`src/rtl/issue_buffer_pkg.sv`:
```
// Shared issue definitions: one-hot unit codes, NOP uop, entry layout and a
// one-hot helper. The issue unit and issue_buffer both import this package.
package issue_buffer_pkg;

    localparam int unsigned SEL_W   = 4;
    localparam int unsigned UOP_W   = 4;
    localparam int unsigned ENTRY_W = 8;

    localparam logic [SEL_W-1:0] UNIT_INT = 4'b0001;
    localparam logic [SEL_W-1:0] UNIT_BRU = 4'b0010;
    localparam logic [SEL_W-1:0] UNIT_LSU = 4'b0100;
    localparam logic [SEL_W-1:0] UNIT_VEC = 4'b1000;
    localparam logic [SEL_W-1:0] UNIT_NONE = 4'b0000;

    localparam logic [UOP_W-1:0] UOP_NOP = 4'b0000;

    // Stored {unit select, uop} pair; sel occupies the upper nibble.
    typedef struct packed {
        logic [SEL_W-1:0] sel;
        logic [UOP_W-1:0] uop;
    } entry_t;

    // True when exactly one bit of the select is set.
    function automatic logic is_onehot(input logic [SEL_W-1:0] sel);
        return (sel != UNIT_NONE) && ((sel & (sel - SEL_W'(1))) == UNIT_NONE);
    endfunction

endpackage

```
`src/rtl/issue_buffer_fifo.sv`:
```
// DEPTH x ENTRY_W circular storage with read/write pointers and occupancy.
// Ports:
//   clk      core clock
//   clear    synchronous, active-high: drop all entries
//   push     write wr_data at the tail (caller guarantees !full)
//   pop      advance the head (caller guarantees !empty)
//   wr_data  entry to write
//   rd_data  current head entry (combinational from storage)
//   count    occupancy, 0..DEPTH
//   full     count == DEPTH
//   empty    count == 0
module issue_buffer_fifo
    import issue_buffer_pkg::*;
#(
    parameter int unsigned DEPTH = 4,
    parameter int unsigned CNT_W = 3
) (
    input  logic             clk,
    input  logic             clear,
    input  logic             push,
    input  logic             pop,
    input  entry_t           wr_data,
    output entry_t           rd_data,
    output logic [CNT_W-1:0] count,
    output logic             full,
    output logic             empty
);

    localparam int unsigned PTR_W = $clog2(DEPTH);

    entry_t           mem [DEPTH];
    logic [PTR_W-1:0] wr_ptr;
    logic [PTR_W-1:0] rd_ptr;

    // Pointers wrap naturally because DEPTH is a power of two.
    always_ff @(posedge clk) begin
        if (clear) begin
            wr_ptr <= '0;
            rd_ptr <= '0;
            count  <= '0;
        end else begin
            if (push) begin
                mem[wr_ptr] <= wr_data;
                wr_ptr      <= wr_ptr + PTR_W'(1);
            end
            if (pop) begin
                rd_ptr <= rd_ptr + PTR_W'(1);
            end
            case ({push, pop})
                2'b10:   count <= count + CNT_W'(1);
                2'b01:   count <= count - CNT_W'(1);
                default: count <= count;
            endcase
        end
    end

    assign rd_data = mem[rd_ptr];
    assign full    = (count == CNT_W'(DEPTH));
    assign empty   = (count == '0);

endmodule

```
`src/rtl/issue_buffer.sv`:
```
// Decoded-uop buffer ahead of the issue unit. Queues {unit select, uop} pairs
// and presents the oldest one only when its execution unit is idle; otherwise
// drives an all-zero select. Strict in-order, one uop per cycle.
// Optional feature macro: ISSUE_BUF_BYPASS_EN -- an empty buffer passes an
// input whose unit is idle straight to the outputs in the same cycle.
// Ports:
//   clock_in           core clock
//   reset_in           synchronous, active-high reset
//   flush_in           synchronous discard of all entries
//   valid_in           decode presents a uop this cycle
//   exec_unit_sel_in   one-hot unit select (int/bru/lsu/vec)
//   exec_uop_in        unit-specific micro-op
//   ready_out          buffer can accept (not full)
//   unit_busy_in       per-unit busy, same bit order as the select
//   exec_unit_sel_out  select to issue unit, 0000 when nothing issues
//   exec_uop_out       uop to issue unit, 0000 when nothing issues
//   count_out          current occupancy
module issue_buffer
    import issue_buffer_pkg::*;
#(
    parameter int unsigned DEPTH = 4,
    parameter int unsigned CNT_W = 3
) (
    input  logic             clock_in,
    input  logic             reset_in,
    input  logic             flush_in,
    input  logic             valid_in,
    input  logic [SEL_W-1:0] exec_unit_sel_in,
    input  logic [UOP_W-1:0] exec_uop_in,
    output logic             ready_out,
    input  logic [SEL_W-1:0] unit_busy_in,
    output logic [SEL_W-1:0] exec_unit_sel_out,
    output logic [UOP_W-1:0] exec_uop_out,
    output logic [CNT_W-1:0] count_out
);

    entry_t head;
    entry_t in_entry;
    logic   full;
    logic   empty;
    logic   clear;
    logic   sel_ok;
    logic   head_issue;
    logic   bypass;
    logic   push;

    assign clear    = reset_in | flush_in;
    assign sel_ok   = is_onehot(exec_unit_sel_in);
    assign in_entry = '{sel: exec_unit_sel_in, uop: exec_uop_in};

    // Head issues only if its unit is idle; clear cycles never issue.
    assign head_issue = !clear && !empty && ((head.sel & unit_busy_in) == UNIT_NONE);

`ifdef ISSUE_BUF_BYPASS_EN
    // Empty buffer: an idle-unit input goes straight out and is not stored.
    assign bypass = !clear && empty && valid_in && sel_ok &&
                    ((exec_unit_sel_in & unit_busy_in) == UNIT_NONE);
`else
    assign bypass = 1'b0;
`endif

    // ready_out ignores a same-cycle pop, so the full check is on current state.
    assign push = valid_in && !full && sel_ok && !clear && !bypass;

    issue_buffer_fifo #(
        .DEPTH (DEPTH),
        .CNT_W (CNT_W)
    ) u_fifo (
        .clk     (clock_in),
        .clear   (clear),
        .push    (push),
        .pop     (head_issue),
        .wr_data (in_entry),
        .rd_data (head),
        .count   (count_out),
        .full    (full),
        .empty   (empty)
    );

    assign ready_out = !full;

    // Output mux: stored head, bypassed input, or all-zero "no unit".
    always_comb begin
        exec_unit_sel_out = UNIT_NONE;
        exec_uop_out      = UOP_NOP;
        if (head_issue) begin
            exec_unit_sel_out = head.sel;
            exec_uop_out      = head.uop;
        end else if (bypass) begin
            exec_unit_sel_out = exec_unit_sel_in;
            exec_uop_out      = exec_uop_in;
        end
    end

endmodule
```
`config.mk`:
```
export PLATFORM = sky130hd
export DESIGN_NAME = issue_buffer
export DESIGN_NICKNAME = d
export VERILOG_FILES = /design/src/rtl/issue_buffer_pkg.sv /design/src/rtl/issue_buffer_fifo.sv /design/src/rtl/issue_buffer.sv
export SDC_FILE = /design/constraint.sdc
export NUM_CORES = 1
export LEC_CHECK = 0
export ABC_AREA = 1
export CAP_MARGIN = 20
export CORE_MARGIN = 4
export CORE_UTILIZATION = 50
export CTS_BUF_LIST = sky130_fd_sc_hd__clkbuf_8
export CTS_CLUSTER_SIZE = 25
export DETAILED_ROUTE_END_ITERATION = 10
export MAX_ROUTING_LAYER = met4
export PLACE_DENSITY = 0.8
export SYNTH_ARGS = -nofsm -noshare
export SYNTH_HDL_FRONTEND = slang
export SYNTH_SLANG_ARGS = --single-unit
```
`constraint.sdc`:
```
create_clock -name clock_in -period 5.1 [get_ports clock_in]
set_clock_uncertainty 0.2 [all_clocks]
set_input_delay 0.51 -clock clock_in [delete_from_list [all_inputs] [get_ports clock_in]]
set_output_delay 0.51 -clock clock_in [all_outputs]
set_load 0.005 [all_outputs]
```
==> results of run 1 <==
-- metrics by stage --
| step | setup slack (ps) | instance area (sq um) | hold slack (ps) |
|---|---|---|---|
| 3_5_place_dp | 1900 | 2170 | 261 |
| 2_1_floorplan | 2630 | 1880 | 240 |
| 5_1_grt | 1490 | 2310 | 316 |
| 4_1_cts | 1720 | 2310 | 281 |
| 3_3_place_gp | 1950 | 2170 | 258 |
| 6_report | 1780 | 2310 | 283 |
-- synth_stat cells --
master     n  share of area
nand2_2    2         0.0067
nand3_1   11          0.029
a21oi_1    7          0.019
dfxtp_1    9          0.096
nor2_2     5          0.017
or2_2      1         0.0033
nand3_2    4          0.021
nand4_1    1         0.0033
nor2_1    30          0.060
nor2_8     1          0.011
nand2_1   27          0.054
nand2_4    2          0.012
inv_4      2         0.0067
buf_4      2         0.0080
ha_1       5          0.033
o21ai_0   12          0.032
inv_2      1         0.0020
and2_1     1         0.0033
a21oi_2    4          0.019
edfxtp_1  32           0.51
buf_6      2          0.012
fa_1       1          0.011
a31oi_2    1         0.0067
inv_1     12          0.024
-- cell type report --
cell class                 instances  area share
clock buffer                       5      0.0298
sequential                        41       0.495
multi-input combinational        115       0.277
tap                               48      0.0260
timing repair buffer              27       0.117
clock inverter                     3      0.0282
inverter                          15      0.0266
-- cells by family (layout without fill, tap and decap cells) --
kind of cell               Yosys count  after routing
buffers and inverters               19             50
DFF                                 41             41
adders and majority gates            6              6
AOI/OAI and AO/OA                   24             24
and+or+nand+nor                     85             85
-- critical path: stages, from the launching register on --
cell             delay (ps)
dfxtp_1                 750
inv_4                   190
nand2_1                 110
nand3_1                  90
nand3_1                 110
nand2_1                 130
nor2_8                  170
nand2_4                 130
a21oi_2                 130
clkdlybuf4s50_1         510
-- state kept, by name, summed over array words and instances (netlist names), named ones only --
name           cells
u_fifo.count       3
u_fifo.mem        32
u_fifo.rd_ptr      2
u_fifo.wr_ptr      2
-- path summary, 6_finish.rpt --
check	start	end	slack, ps	cells after the start
worst max-delay path	register	exec_uop_out[1]	1780	9
worst min-delay path	u_fifo.rd_ptr[0]	register	280	2
worst max register to register	register	u_fifo.count[2]	1950	15
worst min register to register	u_fifo.rd_ptr[0]	register	280	2
-- metal layers --
metal / up-vias / routed length, um / GRT usage
met4: 0 / 31 / 0.0477
met2: 29 / 1600 / 0.243
met5: - / 0 / -
li1: 645 / - / -
met3: 4 / 158 / 0.0449
met1: 560 / 1400 / 0.173
-- power by group through the flow --
| stage | Combinational, W | Sequential (W) | Clock (W) |
|---|---|---|---|
| global placement | 0.0000269 | 0.000368 | 0 |
| floorplan | 0.0000103 | 0.000368 | 0 |
| detailed placement | 0.0000276 | 0.000368 | 0 |
| CTS | 0.0000277 | 0.000361 | 0.000304 |
| global route | 0.0000302 | 0.000361 | 0.000320 |
| finish | 0.0000273 | 0.000361 | 0.000301 |
==> flow_summary.toml, run 1 <==
[clock_tree]
clk_path_buf_depth = 2
cts.hold.buffers_added = 0
numClockSinks = 41
postCtsSetupBuffers = 0
clkLatencyLatePin_ps = 290
cts_buffers = 5
h-tree-depth = 2
clk_pin_slew_ps = 80
cts_tree = "yes"
root_buffer = "clkbuf_8"
cts_resized = 0

[synth]
synth_mux_area_frac = 0
synth_top_family_by_area = "simple AND/OR/NAND/NOR gates"
synth_nets = 197
ys_seq_area_frac = 0.607
synth_area_sq_um = 1880
yosysWarningCount = 0
synthDistinctLibCells = 24
syn_inst = 175
yosys.area_share.simple = 0.220
synth-seq-cells = 41
synth-compound-area-share = 0.0759
syn_area_per_cell_sq_um = 10.7
synthAdderAreaFrac = 0.0439
yosys.area_share.xor_xnor = 0

[global_routing]
grt_pass1_vias = 1220
grt_util_all_layers = 0.148
grt_pass1_wl_mm = 5.40
antenna_found_initial = 0
grt-ovfl-total = 0
grt_max_degree = 18

[final_layout]
nFillCells = 307
n_antenna_cell = 0
nets = 227
area_growth_pct = 22.7
final_cell_mix = "edfxtp_1, nor2_1, nand2_1, clkdlybuf4s50_1"
multi_input_area_sq_um = 639
fin_cells = 254
post-route-util = 0.635
layout-drive-gt1-share = 0.150
final-seq-area_sq_um = 1140
layout_commonest_cell = "edfxtp_1"

[worst_setup_path]
crit_required_ps = 4390
start_kind = "register"
worstPathArrival_ps = 2610
crit_fanout = 17
worstSetupPathType = "reg2out"
endpoint_kind = "output port"

[routing]
vias_per_cell = 4.87
routedWlPerCell_um = 12.6
drtAntennaViolNets = 0
dr_total_vias = 1238
wirelength_mm = 3.19
firstDrtPassIters = 5
drc = 0
drt_iter0_markers = 51

[timing]
max_freq_mhz = 302
relSlewSlack = 0.497
finalMaxSlewViolations = 0
finalHoldViolations = 0
tightest_slew_ps = 752
tns_ps = 0
rsz0062_at_grt = "no"
min_period_ps = 3320
post-route-period-util = 0.650
finalSetupViolations = 0

[status]
status = "finished, final reports clean"

[job]
drv_cap = 0

[pwr]
power.internal_w = 0.000569
total_power_w = 0.000689
pwr-share-comb = 0.040
powerDensity_nw_per_um2 = 299
sequentialPowerShare = 0.524
peakVddDrop_uv = 193
leakage_nw = 0.818
p_clk_frac = 0.436
swShare = 0.173
switchingPower_w = 0.000119

[floorplan]
io_pins = 28
start_util = 0.517
fp.dieW_um = 69.3
core_sq_um = 3630
die_area_sq_um = 4800
rows = 22
die_h_um = 69.3

[placed_design]
placed_cells = 246
routabilityCongestion = 0.858
dp_hpwl_mm = 2.28
portBuffers = 27

[min_path]
min_path_type = "reg2reg"
Power figures use the tool's default switching activity.
==> run 2: changes to the inputs <==
clock period = 3.2 ns   (was 5.1 ns; I/O delays follow)
==> flow_summary.toml, run 2 (synthesized netlist as in run 1, its figures left out) <==
[status]
status = "finished, final reports clean"

[worst_setup_path]
start_kind = "register"
crit_required_ps = 3190
endpoint = "u_fifo.count[2]"
worstSetupPathType = "reg2reg"
reg2reg_slack_ps = 420
r2r_end = "u_fifo.count[2]"
worstRegToRegCells = 13
worstPathArrival_ps = 2770
endpoint_kind = "register"
crit_fanout = 9

[final_layout]
largest_reg_flops = 32
n_antenna_cell = 0
area_growth_pct = 24.4
largest_register = "u_fifo.mem"
nets = 233
layout_commonest_cell = "edfxtp_1"
final_cell_mix = "edfxtp_1, nor2_1, nand2_1, clkdlybuf4s50_1"
largest_registers = "u_fifo.mem x32, u_fifo.count x3"
layout-drive-gt1-share = 0.175

[job]
drv_cap = 0

[global_routing]
grt-ovfl-total = 0
grt_max_degree = 17
antenna_found_initial = 0
grt_pass1_vias = 1222
grt_util_all_layers = 0.162
grt_pass1_wl_mm = 5.69

[floorplan]
die_area_sq_um = 4800
rows = 22
die_h_um = 69.3
start_util = 0.517
io_pins = 28
core_sq_um = 3630
fp.dieW_um = 69.3

[routing]
firstDrtPassIters = 4
drc = 0
drt_iter0_markers = 32
vias_per_cell = 4.81
wirelength_mm = 3.42
dr_total_vias = 1251
routedWlPerCell_um = 13.2
drtAntennaViolNets = 0

[placed_design]
dp_slack_ps = 220
portBuffers = 27
routabilityCongestion = 0.783
dp_hpwl_mm = 2.47

[min_path]
min_path_type = "reg2reg"
hp-start = "u_fifo.rd_ptr[0]"

[clock_tree]
root_buffer = "clkbuf_8"
cts_buffers = 5
postCtsSetupBuffers = 0
cts.hold.buffers_added = 0
clkLatencyLatePin_ps = 290
clk_pin_slew_ps = 80
cts_resized = 0
cts_tree = "yes"
h-tree-depth = 2
numClockSinks = 41
clk_path_buf_depth = 2

[timing]
min_period_ps = 2780
max_freq_mhz = 359
fin_ws_ps = 417
whs_ps = 286
relSlewSlack = 0.698
finalMaxSlewViolations = 0
rsz0062_at_grt = "no"
tightest_slew_ps = 452
finalHoldViolations = 0
post-route-period-util = 0.870
tns_ps = 0
finalSetupViolations = 0

[pwr]
powerDensity_nw_per_um2 = 447
leakage_nw = 0.839
peakVddDrop_uv = 303
[run 2: cell count changes in the layout (fill, tap and decap cells not counted), sizes merged]
cell / previous run / this run
clkinv: 1 / 0
buf: 0 / 6
clkbuf: 5 / 6
clkinvlp: 0 / 1
bufinv: 2 / 1
[run 2: how the worst min path moves through the flow]
stage / end / slack [ps] / cells after the start
finish: register / 290 / 2
global route: register / 330 / 2
CTS: register / 280 / 2
detailed placement: register / 260 / 2
global placement: register / 260 / 2
floorplan: u_fifo.mem[0][0] / 220 / 0
[run 2: report_power, final]
part / switching (W) / leakage (nW) / internal (W)
clock network: 0.000173 / 0.0574 / 0.000253
registers: 0.000000620 / 0.360 / 0.000574
logic: 0.0000206 / 0.422 / 0.0000242
[run 2: critical path, stage by stage, from the launching register on]
cell     delay (ps)
dfxtp_1         600
nand3_1         160
nand3_1         110
nand2_1         130
nor2_8          170
nand2_4         130
inv_1           110
ha_1            140
inv_1            70
fa_1            380
a21oi_1         140
o21ai_0         110
o21ai_0         160
a21oi_1          50
[run 2: metrics by stage]
step	std cells	power (W)	util	instance area [sq um]
after global routing	260	0.00108	0.643	2340
after detailed placement	252	0.000632	0.610	2220
after floorplan	175	0.000603	-	1880
after global placement	252	0.000631	0.610	2220
after CTS	260	0.00105	0.643	2340
final	260	0.00105	0.643	2340
[run 2: routing by layer]
layer	wire length [um]	vias up	global-route usage
li1	-	655	-
met1	1460	560	0.176
met2	1720	28	0.269
met3	172	8	0.0522
met4	71	0	0.0716
met5	0	-	-
[run 2: cell type report]
cell class,instances,area [sq um]
fill,296,1300
clock inverter,2,37.5
inverter,15,61.3
tap,48,60.1
multi-input combinational,115,639
sequential,41,1140
timing repair buffer,33,315
clock buffer,6,82.6
